**src/rtl/multicycle_ctrl_pkg.sv**
```systemverilog
// -----------------------------------------------------------------------------
// multicycle_ctrl_pkg
// Shared encodings for the multi-cycle control unit and its ALU decoder:
//   state_t      - controller FSM states
//   OP_* / F_*   - opcode and R-type funct field values
//   alu_ctl_t    - ALU_Control operation codes
//   trap_cause_t - sticky trap cause codes
// -----------------------------------------------------------------------------
package multicycle_ctrl_pkg;

    typedef enum logic [3:0] {
        FETCH,
        DECODE,
        EXEC_R,
        WB_R,
        ADDR,
        MEM_RD,
        WB_MEM,
        MEM_WR,
        BRANCH,
        TRAP
    } state_t;

    localparam logic [5:0] OP_R   = 6'b000001;
    localparam logic [5:0] OP_LW  = 6'b000100;
    localparam logic [5:0] OP_SW  = 6'b000010;
    localparam logic [5:0] OP_BEQ = 6'b000011;

    localparam logic [5:0] F_ADD = 6'b100000;
    localparam logic [5:0] F_SUB = 6'b100010;
    localparam logic [5:0] F_AND = 6'b100100;
    localparam logic [5:0] F_OR  = 6'b100101;
    localparam logic [5:0] F_SLT = 6'b101010;

    typedef enum logic [3:0] {
        ALU_NOP = 4'b0000,
        ALU_AND = 4'b0001,
        ALU_OR  = 4'b0010,
        ALU_ADD = 4'b0101,
        ALU_SUB = 4'b0110,
        ALU_SLT = 4'b0111
    } alu_ctl_t;

    typedef enum logic [1:0] {
        CAUSE_NONE    = 2'b00,
        CAUSE_ILL_OP  = 2'b01,
        CAUSE_ILL_FN  = 2'b10,
        CAUSE_TIMEOUT = 2'b11
    } trap_cause_t;

endpackage

```
**src/rtl/multicycle_controlunit_alu_decoder.sv**
```systemverilog
// -----------------------------------------------------------------------------
// alu_decoder
// Combinational R-type funct to ALU_Control mapping.
// Ports:
//   funct       in  FUNCT_W   funct field from IR
//   alu_ctl     out ALUCTL_W  ALU operation (NOP when funct is illegal)
//   illegal     out 1         funct is not a supported R-type operation
// -----------------------------------------------------------------------------
module alu_decoder
    import multicycle_ctrl_pkg::*;
#(
    parameter int unsigned FUNCT_W  = 6,
    parameter int unsigned ALUCTL_W = 4
) (
    input  logic [FUNCT_W-1:0]  funct,
    output logic [ALUCTL_W-1:0] alu_ctl,
    output logic                illegal
);

    always_comb begin
        alu_ctl = ALUCTL_W'(ALU_NOP);
        illegal = 1'b0;
        case (funct)
            FUNCT_W'(F_ADD): alu_ctl = ALUCTL_W'(ALU_ADD);
            FUNCT_W'(F_SUB): alu_ctl = ALUCTL_W'(ALU_SUB);
            FUNCT_W'(F_AND): alu_ctl = ALUCTL_W'(ALU_AND);
            FUNCT_W'(F_OR):  alu_ctl = ALUCTL_W'(ALU_OR);
            FUNCT_W'(F_SLT): alu_ctl = ALUCTL_W'(ALU_SLT);
            default:         illegal = 1'b1;
        endcase
    end

endmodule

```
**src/rtl/multicycle_controlunit.sv**
```systemverilog
// -----------------------------------------------------------------------------
// multicycle_controlunit
// Multi-cycle FSM controller: FETCH -> DECODE -> (EXEC_R/WB_R | ADDR/MEM_RD/
// WB_MEM | ADDR/MEM_WR | BRANCH) -> FETCH, with a req/ready memory handshake,
// a per-access wait timeout and a sticky TRAP state.
// Ports:
//   clk, rst                     clock, synchronous active-high reset
//   opcode, funct                IR fields
//   mem_ready                    memory completes the current access
//   mem_req, IorD, MemRead,
//   MemWrite                     memory request / address select / strobes
//   IRWrite, PCWrite,
//   PCWriteCond                  IR and PC load enables
//   RegDst, MemToReg, RegWrite   register-file write controls
//   ALUSrcA, ALUSrcB,
//   ALU_Control                  ALU operand selects and operation
//   retire                       one-cycle instruction completion pulse
//   trap, trap_cause             sticky error flag and cause
// -----------------------------------------------------------------------------
module multicycle_controlunit
    import multicycle_ctrl_pkg::*;
#(
    parameter int unsigned OPCODE_W = 6,
    parameter int unsigned FUNCT_W  = 6,
    parameter int unsigned ALUCTL_W = 4,
    parameter int unsigned TIMEOUT  = 16
) (
    input  logic                clk,
    input  logic                rst,
    input  logic [OPCODE_W-1:0] opcode,
    input  logic [FUNCT_W-1:0]  funct,
    input  logic                mem_ready,
    output logic                mem_req,
    output logic                IorD,
    output logic                MemRead,
    output logic                MemWrite,
    output logic                IRWrite,
    output logic                PCWrite,
    output logic                PCWriteCond,
    output logic                RegDst,
    output logic                MemToReg,
    output logic                RegWrite,
    output logic                ALUSrcA,
    output logic [1:0]          ALUSrcB,
    output logic [ALUCTL_W-1:0] ALU_Control,
    output logic                retire,
    output logic                trap,
    output logic [1:0]          trap_cause
);

    // Counter only has to reach TIMEOUT-1.
    localparam int unsigned CNT_W = (TIMEOUT > 1) ? $clog2(TIMEOUT) : 1;
    localparam logic [CNT_W-1:0] WAIT_LAST =
        (TIMEOUT > 0) ? CNT_W'(TIMEOUT - 1) : '0;

    state_t             r_state;
    state_t             w_next;
    trap_cause_t        r_cause;
    trap_cause_t        w_next_cause;
    logic [CNT_W-1:0]   r_wait;
    logic               w_waiting;
    logic               w_timeout;
    logic [ALUCTL_W-1:0] w_alu_funct;
    logic               w_funct_illegal;

    alu_decoder #(
        .FUNCT_W  (FUNCT_W),
        .ALUCTL_W (ALUCTL_W)
    ) u_alu_decoder (
        .funct   (funct),
        .alu_ctl (w_alu_funct),
        .illegal (w_funct_illegal)
    );

    assign w_waiting = (r_state == FETCH) || (r_state == MEM_RD) || (r_state == MEM_WR);
    // mem_ready in the final allowed cycle takes priority over the timeout.
    assign w_timeout = (TIMEOUT != 0) && w_waiting && !mem_ready && (r_wait == WAIT_LAST);

    always_ff @(posedge clk) begin
        if (rst) begin
            r_state <= FETCH;
            r_cause <= CAUSE_NONE;
            r_wait  <= '0;
        end else begin
            r_state <= w_next;
            r_cause <= w_next_cause;
            // Count only while stalled in a memory state; any other transition
            // (entry, completion, trap) leaves the counter cleared.
            if (w_waiting && !mem_ready && (w_next == r_state))
                r_wait <= r_wait + CNT_W'(1);
            else
                r_wait <= '0;
        end
    end

    always_comb begin
        w_next       = r_state;
        w_next_cause = r_cause;
        case (r_state)
            FETCH:  if (mem_ready) w_next = DECODE;
            DECODE: begin
                if (opcode == OPCODE_W'(OP_R)) begin
                    if (w_funct_illegal) begin
                        w_next       = TRAP;
                        w_next_cause = CAUSE_ILL_FN;
                    end else begin
                        w_next = EXEC_R;
                    end
                end else if ((opcode == OPCODE_W'(OP_LW)) || (opcode == OPCODE_W'(OP_SW))) begin
                    w_next = ADDR;
                end else if (opcode == OPCODE_W'(OP_BEQ)) begin
                    w_next = BRANCH;
                end else begin
                    w_next       = TRAP;
                    w_next_cause = CAUSE_ILL_OP;
                end
            end
            EXEC_R: w_next = WB_R;
            WB_R:   w_next = FETCH;
            ADDR:   w_next = (opcode == OPCODE_W'(OP_LW)) ? MEM_RD : MEM_WR;
            MEM_RD: if (mem_ready) w_next = WB_MEM;
            WB_MEM: w_next = FETCH;
            MEM_WR: if (mem_ready) w_next = FETCH;
            BRANCH: w_next = FETCH;
            TRAP:   w_next = TRAP;
            default: w_next = FETCH;
        endcase
        if (w_timeout) begin
            w_next       = TRAP;
            w_next_cause = CAUSE_TIMEOUT;
        end
    end

    // Outputs are forced low while rst is high so nothing is issued during reset.
    always_comb begin
        mem_req     = 1'b0;
        IorD        = 1'b0;
        MemRead     = 1'b0;
        MemWrite    = 1'b0;
        IRWrite     = 1'b0;
        PCWrite     = 1'b0;
        PCWriteCond = 1'b0;
        RegDst      = 1'b0;
        MemToReg    = 1'b0;
        RegWrite    = 1'b0;
        ALUSrcA     = 1'b0;
        ALUSrcB     = 2'b00;
        ALU_Control = ALUCTL_W'(ALU_NOP);
        retire      = 1'b0;
        trap        = 1'b0;
        trap_cause  = 2'b00;
        if (!rst) begin
            trap_cause = r_cause;
            case (r_state)
                FETCH: begin
                    mem_req = 1'b1;
                    MemRead = 1'b1;
                    if (mem_ready) begin
                        IRWrite     = 1'b1;
                        PCWrite     = 1'b1;
                        ALUSrcB     = 2'b01;
                        ALU_Control = ALUCTL_W'(ALU_ADD);
                    end
                end
                DECODE: begin
                    ALUSrcB     = 2'b10;
                    ALU_Control = ALUCTL_W'(ALU_ADD);
                end
                EXEC_R: begin
                    ALUSrcA     = 1'b1;
                    ALU_Control = w_alu_funct;
                end
                WB_R: begin
                    RegWrite = 1'b1;
                    RegDst   = 1'b1;
                    retire   = 1'b1;
                end
                ADDR: begin
                    ALUSrcA     = 1'b1;
                    ALUSrcB     = 2'b10;
                    ALU_Control = ALUCTL_W'(ALU_ADD);
                end
                MEM_RD: begin
                    mem_req = 1'b1;
                    MemRead = 1'b1;
                    IorD    = 1'b1;
                end
                WB_MEM: begin
                    RegWrite = 1'b1;
                    MemToReg = 1'b1;
                    retire   = 1'b1;
                end
                MEM_WR: begin
                    mem_req  = 1'b1;
                    MemWrite = 1'b1;
                    IorD     = 1'b1;
                    retire   = mem_ready;
                end
                BRANCH: begin
                    ALUSrcA     = 1'b1;
                    ALU_Control = ALUCTL_W'(ALU_SUB);
                    PCWriteCond = 1'b1;
                    retire      = 1'b1;
                end
                TRAP: trap = 1'b1;
                default: ;
            endcase
        end
    end

endmodule

```
**config.mk**
```make
export PLATFORM = sky130hd
export DESIGN_NAME = multicycle_controlunit
export DESIGN_NICKNAME = d
export VERILOG_FILES = /design/src/rtl/multicycle_ctrl_pkg.sv /design/src/rtl/multicycle_controlunit_alu_decoder.sv /design/src/rtl/multicycle_controlunit.sv
export SDC_FILE = /design/constraint.sdc
export NUM_CORES = 1
export LEC_CHECK = 0
export CORE_MARGIN = 10
export CORE_UTILIZATION = 30
export DETAILED_ROUTE_END_ITERATION = 10
export PLACE_DENSITY_LB_ADDON = 0.25
export SYNTH_ARGS = -nofsm -noshare
export SYNTH_HDL_FRONTEND = slang
export SYNTH_SLANG_ARGS = --single-unit
```
**constraint.sdc**
```tcl
create_clock -name clk -period 1.15 [get_ports clk]
set_input_delay 0.115 -clock clk [delete_from_list [all_inputs] [get_ports clk]]
set_output_delay 0.115 -clock clk [all_outputs]
set_load 0.01 [all_outputs]
```
* Yosys cells after proc, flatten, opt, wreduce, memory -nomap -nowiden
Cells that the tools add are included.
Storage, ports and cells: input bits 15, register bits after elaboration 10, word-level logic and storage cells 96, output and inout port bits 21
Cells by class: $add $sub $neg 1, bitwise logic cells 1, multiplexer cells 49, reduce and logical (&&, ||, !) cells 19, equality and inequality tests 23
Operators by type and width (count):
- two-way mux 4 bit | 8
- == test 6 bit (second input constant) | 5
- one-hot mux 4 bit (7 select lines) | 1
- two-way mux 1 bit | 26
- two-way mux 2 bit | 9
- == test 4 x 3 -> 1 bit (second input constant) | 4
- one-hot mux 4 bit (4 select lines) | 1
- one-hot mux 3 bit (5 select lines) | 1
- == test 4 bit (second input constant) | 3
- == test 6 x 2 -> 1 bit (second input constant) | 2
- OR reduction 2 bit | 5
- inequality test 3 bit (second input constant) | 3
- OR reduction 3 bit | 3
- == test 4 x 2 -> 1 bit (second input constant) | 2
- == test 6 x 1 -> 1 bit (second input constant) | 1
- == test 6 x 3 -> 1 bit (second input constant) | 1
- OR reduction 5 bit | 1
- adder 4 x 1 -> 4 bit (second input constant) | 1
- == test 4 x 1 -> 1 bit (second input constant) | 1
- == test 4 bit | 1
- logical NOT 4 bit | 1
- one-hot mux 2 bit (2 select lines) | 1
- AND reduction 4 bit | 1
- logical AND 1 bit | 3
- other kinds (6) | 8

* Longest topological paths before layout
depth after elaboration 10, mapped depth 7, gate-level depth less buffers 6

* Modules after synthesis
Synthesis repeated with hierarchy kept, for this count alone.
Second synthesis, totals: cells, all modules 138, area total of the unflattened synthesis 968.4 µm²
By module, submodules not included:
- multicycle_controlunit | sequential area each 200.2 µm², area each 872.1 µm², cells each 125, instances 1
- alu_decoder | sequential area each 0.0 µm², area each 96.3 µm², cells each 13, instances 1

* Least setup slack after synthesis
OpenSTA, ideal clock, no wires.
kind register to output, from reg r_state[1], to out RegWrite, path slack -0.215 ns, cell stages (with the launch flop) 5, path buffers 1, data required time 1.035 ns, arrival time 1.250 ns, cells stage by stage dfxtp_1 buf_2 inv_1 nor4b_2 or2_1
On the way: cells in the longest elaborated chain, start to end 4, elaborated cells between the ends (all ways) 5, classes of those cells eq/ne: 2; mux: 2; reduce/logical: 1
RTL lines:
- start: declaration | line multicycle_controlunit.sv:56 | state_t r_state;
- start signal: assignment | line multicycle_controlunit.sv:85 | r_state <= w_next;
- == test 4 x 3 -> 1 bit or == test 4 x 2 -> 1 bit (tied branches) | line multicycle_controlunit.sv:154 | case (r_state)
- OR reduction 2 bit (no line) (*)
- two-way mux 1 bit (*) | line multicycle_controlunit.sv:154
- two-way mux 1 bit (*) | line multicycle_controlunit.sv:152 | if (!rst) begin
- end: declaration | line multicycle_controlunit.sv:42 | output logic RegWrite,
Every way passes the cells marked *; elsewhere a longest branch is shown, timed or not.

* Worst setup path after layout
from reg r_state[3], to out ALU_Control[2]
On the way: cells in the longest elaborated chain, start to end 4, elaborated cells between the ends (all ways) 8, classes of those cells eq/ne: 4; mux: 2; reduce/logical: 2
RTL lines:
- == test 4 x 3 -> 1 bit or == test 4 x 1 -> 1 bit (tied branches) | line multicycle_controlunit.sv:154
- OR reduction 2 bit (no line)
- one-hot mux 4 bit (4 select lines) (*) | line multicycle_controlunit.sv:154
- two-way mux 4 bit (*) | line multicycle_controlunit.sv:152
- end: declaration | line multicycle_controlunit.sv:45 | output logic [ALUCTL_W-1:0] ALU_Control,
Marked as above.

==> metrics.json <==
{
  "detailed_routing": {
    "detail_route.drc_violations": 0,
    "num_vias": 1410,
    "first_pass_iters": 4,
    "initialDrtViolationCount": 68,
    "drt_wl_total_mm": 4.35,
    "antenna_left": 0,
    "post_drt_via_cell_ratio": 5.30,
    "routedWlPerCell_um": 16.3
  },
  "hold_path": {
    "worst_hold_path_type": "reg -> reg"
  },
  "sta": {
    "tns_ns": -8.07,
    "postLayoutSetupSlackWorst_ns": -0.437,
    "hold_viol": 0,
    "crit_path_time_final_ns": 1.59,
    "finalCritPeriodShare_pct": 138,
    "slew_violations": 0,
    "setup_violators_final": 28,
    "clock_skew_ns": 0.00610,
    "rsz0062_at_grt": "true",
    "max_clock_freq_mhz": 630,
    "final.hold.worst_slack_ns": 0.521
  },
  "layout": {
    "area_growth_syn_to_layout_pct": 109,
    "finish.cell_count_without_fillers": 266,
    "design.final.nets": 240,
    "num_antenna_cells": 0,
    "final_design_area_no_fill_mm2": 0.00211,
    "nFillCells": 263,
    "ratio_of_cells_with_drive_above_1_in_the_final_layout_pct": 61.7
  },
  "logic_synthesis": {
    "synth_flop_cell": "dfxtp_1",
    "yosysWarnings": 0,
    "synth-async-reset-ratio_pct": 0,
    "synth.cell_area_mm2": 0.00101,
    "yosysSeqAreaShare_pct": 19.9,
    "synth_nets": 155,
    "synth_cell_types": 50,
    "ys_seq_elements": 10,
    "synth_enable_flop_cells": 0,
    "post_synthesis_cells": 139,
    "average_size_of_a_mapped_cell_um2": 7.26
  },
  "placed_design": {
    "portbufs": 34,
    "place_hpwl_mm": 3.08,
    "detailed_place.area_mm2": 0.00174,
    "place.gp.congestion": 0.828,
    "dpl.cell_count": 249
  },
  "cts": {
    "cts_hold_repair.buffers": 0,
    "tritoncts": "built",
    "numCtsBuffers": 3,
    "cts_root_buffer": "clkbuf_4",
    "cts.clk_slew.worst_paths_ns": 0.06,
    "clock_sink_count": 10,
    "worstSkewPairLatency_ns": 0.26,
    "cts_max_path_buffers": 2,
    "cts_htree_levels": 1
  },
  "floorplanning": {
    "io-pin-count": 36,
    "die_area_mm2": 0.00608,
    "floorplan.die.height_um": 78.0,
    "coreArea_mm2": 0.00313,
    "floorplan.initialDensity_pct": 32.2,
    "rows": 20,
    "die_width_um": 78.0
  },
  "power_and_ir_drop": {
    "combinationalPowerShare_pct": 56.5,
    "total_switching_power_w": 0.000520,
    "power_frac_clock_pct": 16.0,
    "static-leakage-power_nw": 0.943,
    "netSwitchingFraction_pct": 36.1,
    "internal_power_w": 0.000921,
    "power_density_mw_per_mm2": 684,
    "worst_ir_drop_vdd_uv": 730,
    "power_frac_seq_pct": 27.5
  },
  "global_routing": {
    "grt_first_pass_wirelength_mm": 6.60,
    "first_global_vias": 1411,
    "pin_count_of_the_biggest_net_entering_global_routing": 11,
    "number_of_antenna_violations_at_the_first_check_in_global_routing": 0,
    "grt_usage_pct": 12.8,
    "global_route_overflow": 0
  },
  "worst_setup_path": {
    "arrival_time_at_the_worst_endpoint_ns": 1.47,
    "path_class": "reg -> out",
    "cp_max_fo": 7,
    "kind_of_start_point_of_the_critical_path": "register",
    "end_kind": "output port",
    "cp_data_required_time_ns": 1.03
  },
  "outcome": {
    "outcome": "finished, violations left",
    "violations": "negative setup slack"
  },
  "flow_run": {
    "max_cap_viol_count": 0
  }
}
-- through the flow --
step | total power (W) | util (%) | setup slack (ns)
after floorplan | 0.000708 | - | -0.0416
after global placement | 0.00103 | 55.7 | -0.863
after detailed placement | 0.00104 | 55.7 | -0.926
after CTS | 0.00129 | 58.8 | -0.469
after global routing | 0.00154 | 67.3 | -0.492
final | 0.00144 | 67.3 | -0.437
-- layout make-up --
cell class | count | area, um2 | share of cell area (%)
clock buffer | 3 | 22.5 | 1.07
inverter | 3 | 16.3 | 0.772
multi-input combinational | 116 | 1050 | 49.7
sequential | 10 | 218 | 10.3
tap | 44 | 55.1 | 2.61
timing repair buffer | 90 | 748 | 35.5
-- layout by cell type (no fill, tap or decap), types with 3 or more instances in the layout --
cell type	netlist	final
a21oi_1	7	3
a21oi_2	1	5
buf_2	4	16
buf_4	2	40
buf_6	1	15
clkbuf_4	0	3
clkdlybuf4s15_2	0	3
clkdlybuf4s50_1	0	8
dfxtp_1	10	4
dfxtp_4	0	4
dlygate4sd2_1	0	4
nand2b_1	7	3
nand2b_4	1	6
nand4_1	3	3
nor2_1	21	12
nor2_2	0	7
nor2b_1	4	3
nor3_2	3	5
nor3_4	1	5
o21ai_0	8	6
-- path summary, 6_finish.rpt --
check	cells past startpoint	end	startpoint	slack, ns
worst max-delay path	4	ALU_Control[2]	r_state[3]	-0.44
worst min-delay path	2	r_cause[0]	r_cause[0]	0.52
worst max register to register	7	r_cause[0]	r_state[1]	-0.36
worst min register to register	2	r_cause[0]	r_cause[0]	0.52
-- cell usage after synthesis (all sizes together) (2+ instances only) --
master  instances  area share [%]
a211oi          2             1.5
a21oi           8             4.3
a31oi           4             2.5
and3            2             1.2
and3b           2             1.7
and4            2             1.7
and4b           2             2.0
buf             8             5.0
clkbuf          2            0.74
dfxtp          10              20
inv             3             1.1
nand2           5             1.9
nand2b          9             6.6
nand3b          2             1.5
nand4           3             1.9
nor2           21             7.8
nor2b           4             2.5
nor3           12             8.6
nor4            4             2.5
nor4b           2             2.4
o21ai           9             4.5
o21bai          2             1.5
or2             2             1.2
xnor2           2             1.7
xor2            2             1.7
-- registers in the layout, indices dropped and copies added, names as in the netlist --
| register | flops |
|---|---|
| r_state | 4 |
| r_cause | 2 |
| r_wait | 4 |
-- repair_timing --
item / in CTS / in global routing
pin swaps: 16 / 18
endpoints found under the hold margin: 0 / 0
setup buffers: 7 / 7
endpoints found under the setup margin: 30 / 29
gates resized for setup: 111 / 48
-- logic make-up (layout without fill, tap and decap cells) --
kind of cell / Yosys count / after routing / synth area share, %
simple gates: 76 / 76 / 46.4
compound gates: 33 / 33 / 20.8
flops: 10 / 10 / 19.9
fa+ha+maj: 1 / 1 / 1.24
xor+xnor: 4 / 4 / 3.47
mux: 1 / 1 / 0.993
other cells: 1 / 1 / 0.372
buf+inv: 13 / 96 / 6.82
-- critical path, stage by stage, from the launching register on --
cell and delay (ns):
dfxtp_4 0.37, or4_4 0.53, nand4_1 0.10, a21oi_2 0.05, buf_2 0.14
-- power by group through the flow --
stage	Clock, W	Sequential (W)	Combinational, W
5_1_grt	0.000267	0.000398	0.000871
2_1_floorplan	0	0.000396	0.000313
3_5_place_dp	0	0.000405	0.000639
4_1_cts	0.000238	0.000393	0.000658
6_report	0.000230	0.000396	0.000815
3_3_place_gp	0	0.000403	0.000623
-- routing by layer --
metal / track usage (%) / routed length [um] / up-vias
met5: 0 / 0 / -
met4: 5.56 / 89 / 0
met3: 2.30 / 137 / 9
met2: 23.6 / 2290 / 36
met1: 13.8 / 1830 / 686
li1: - / - / 679
Note: power is estimated with default switching activity, not from simulation.
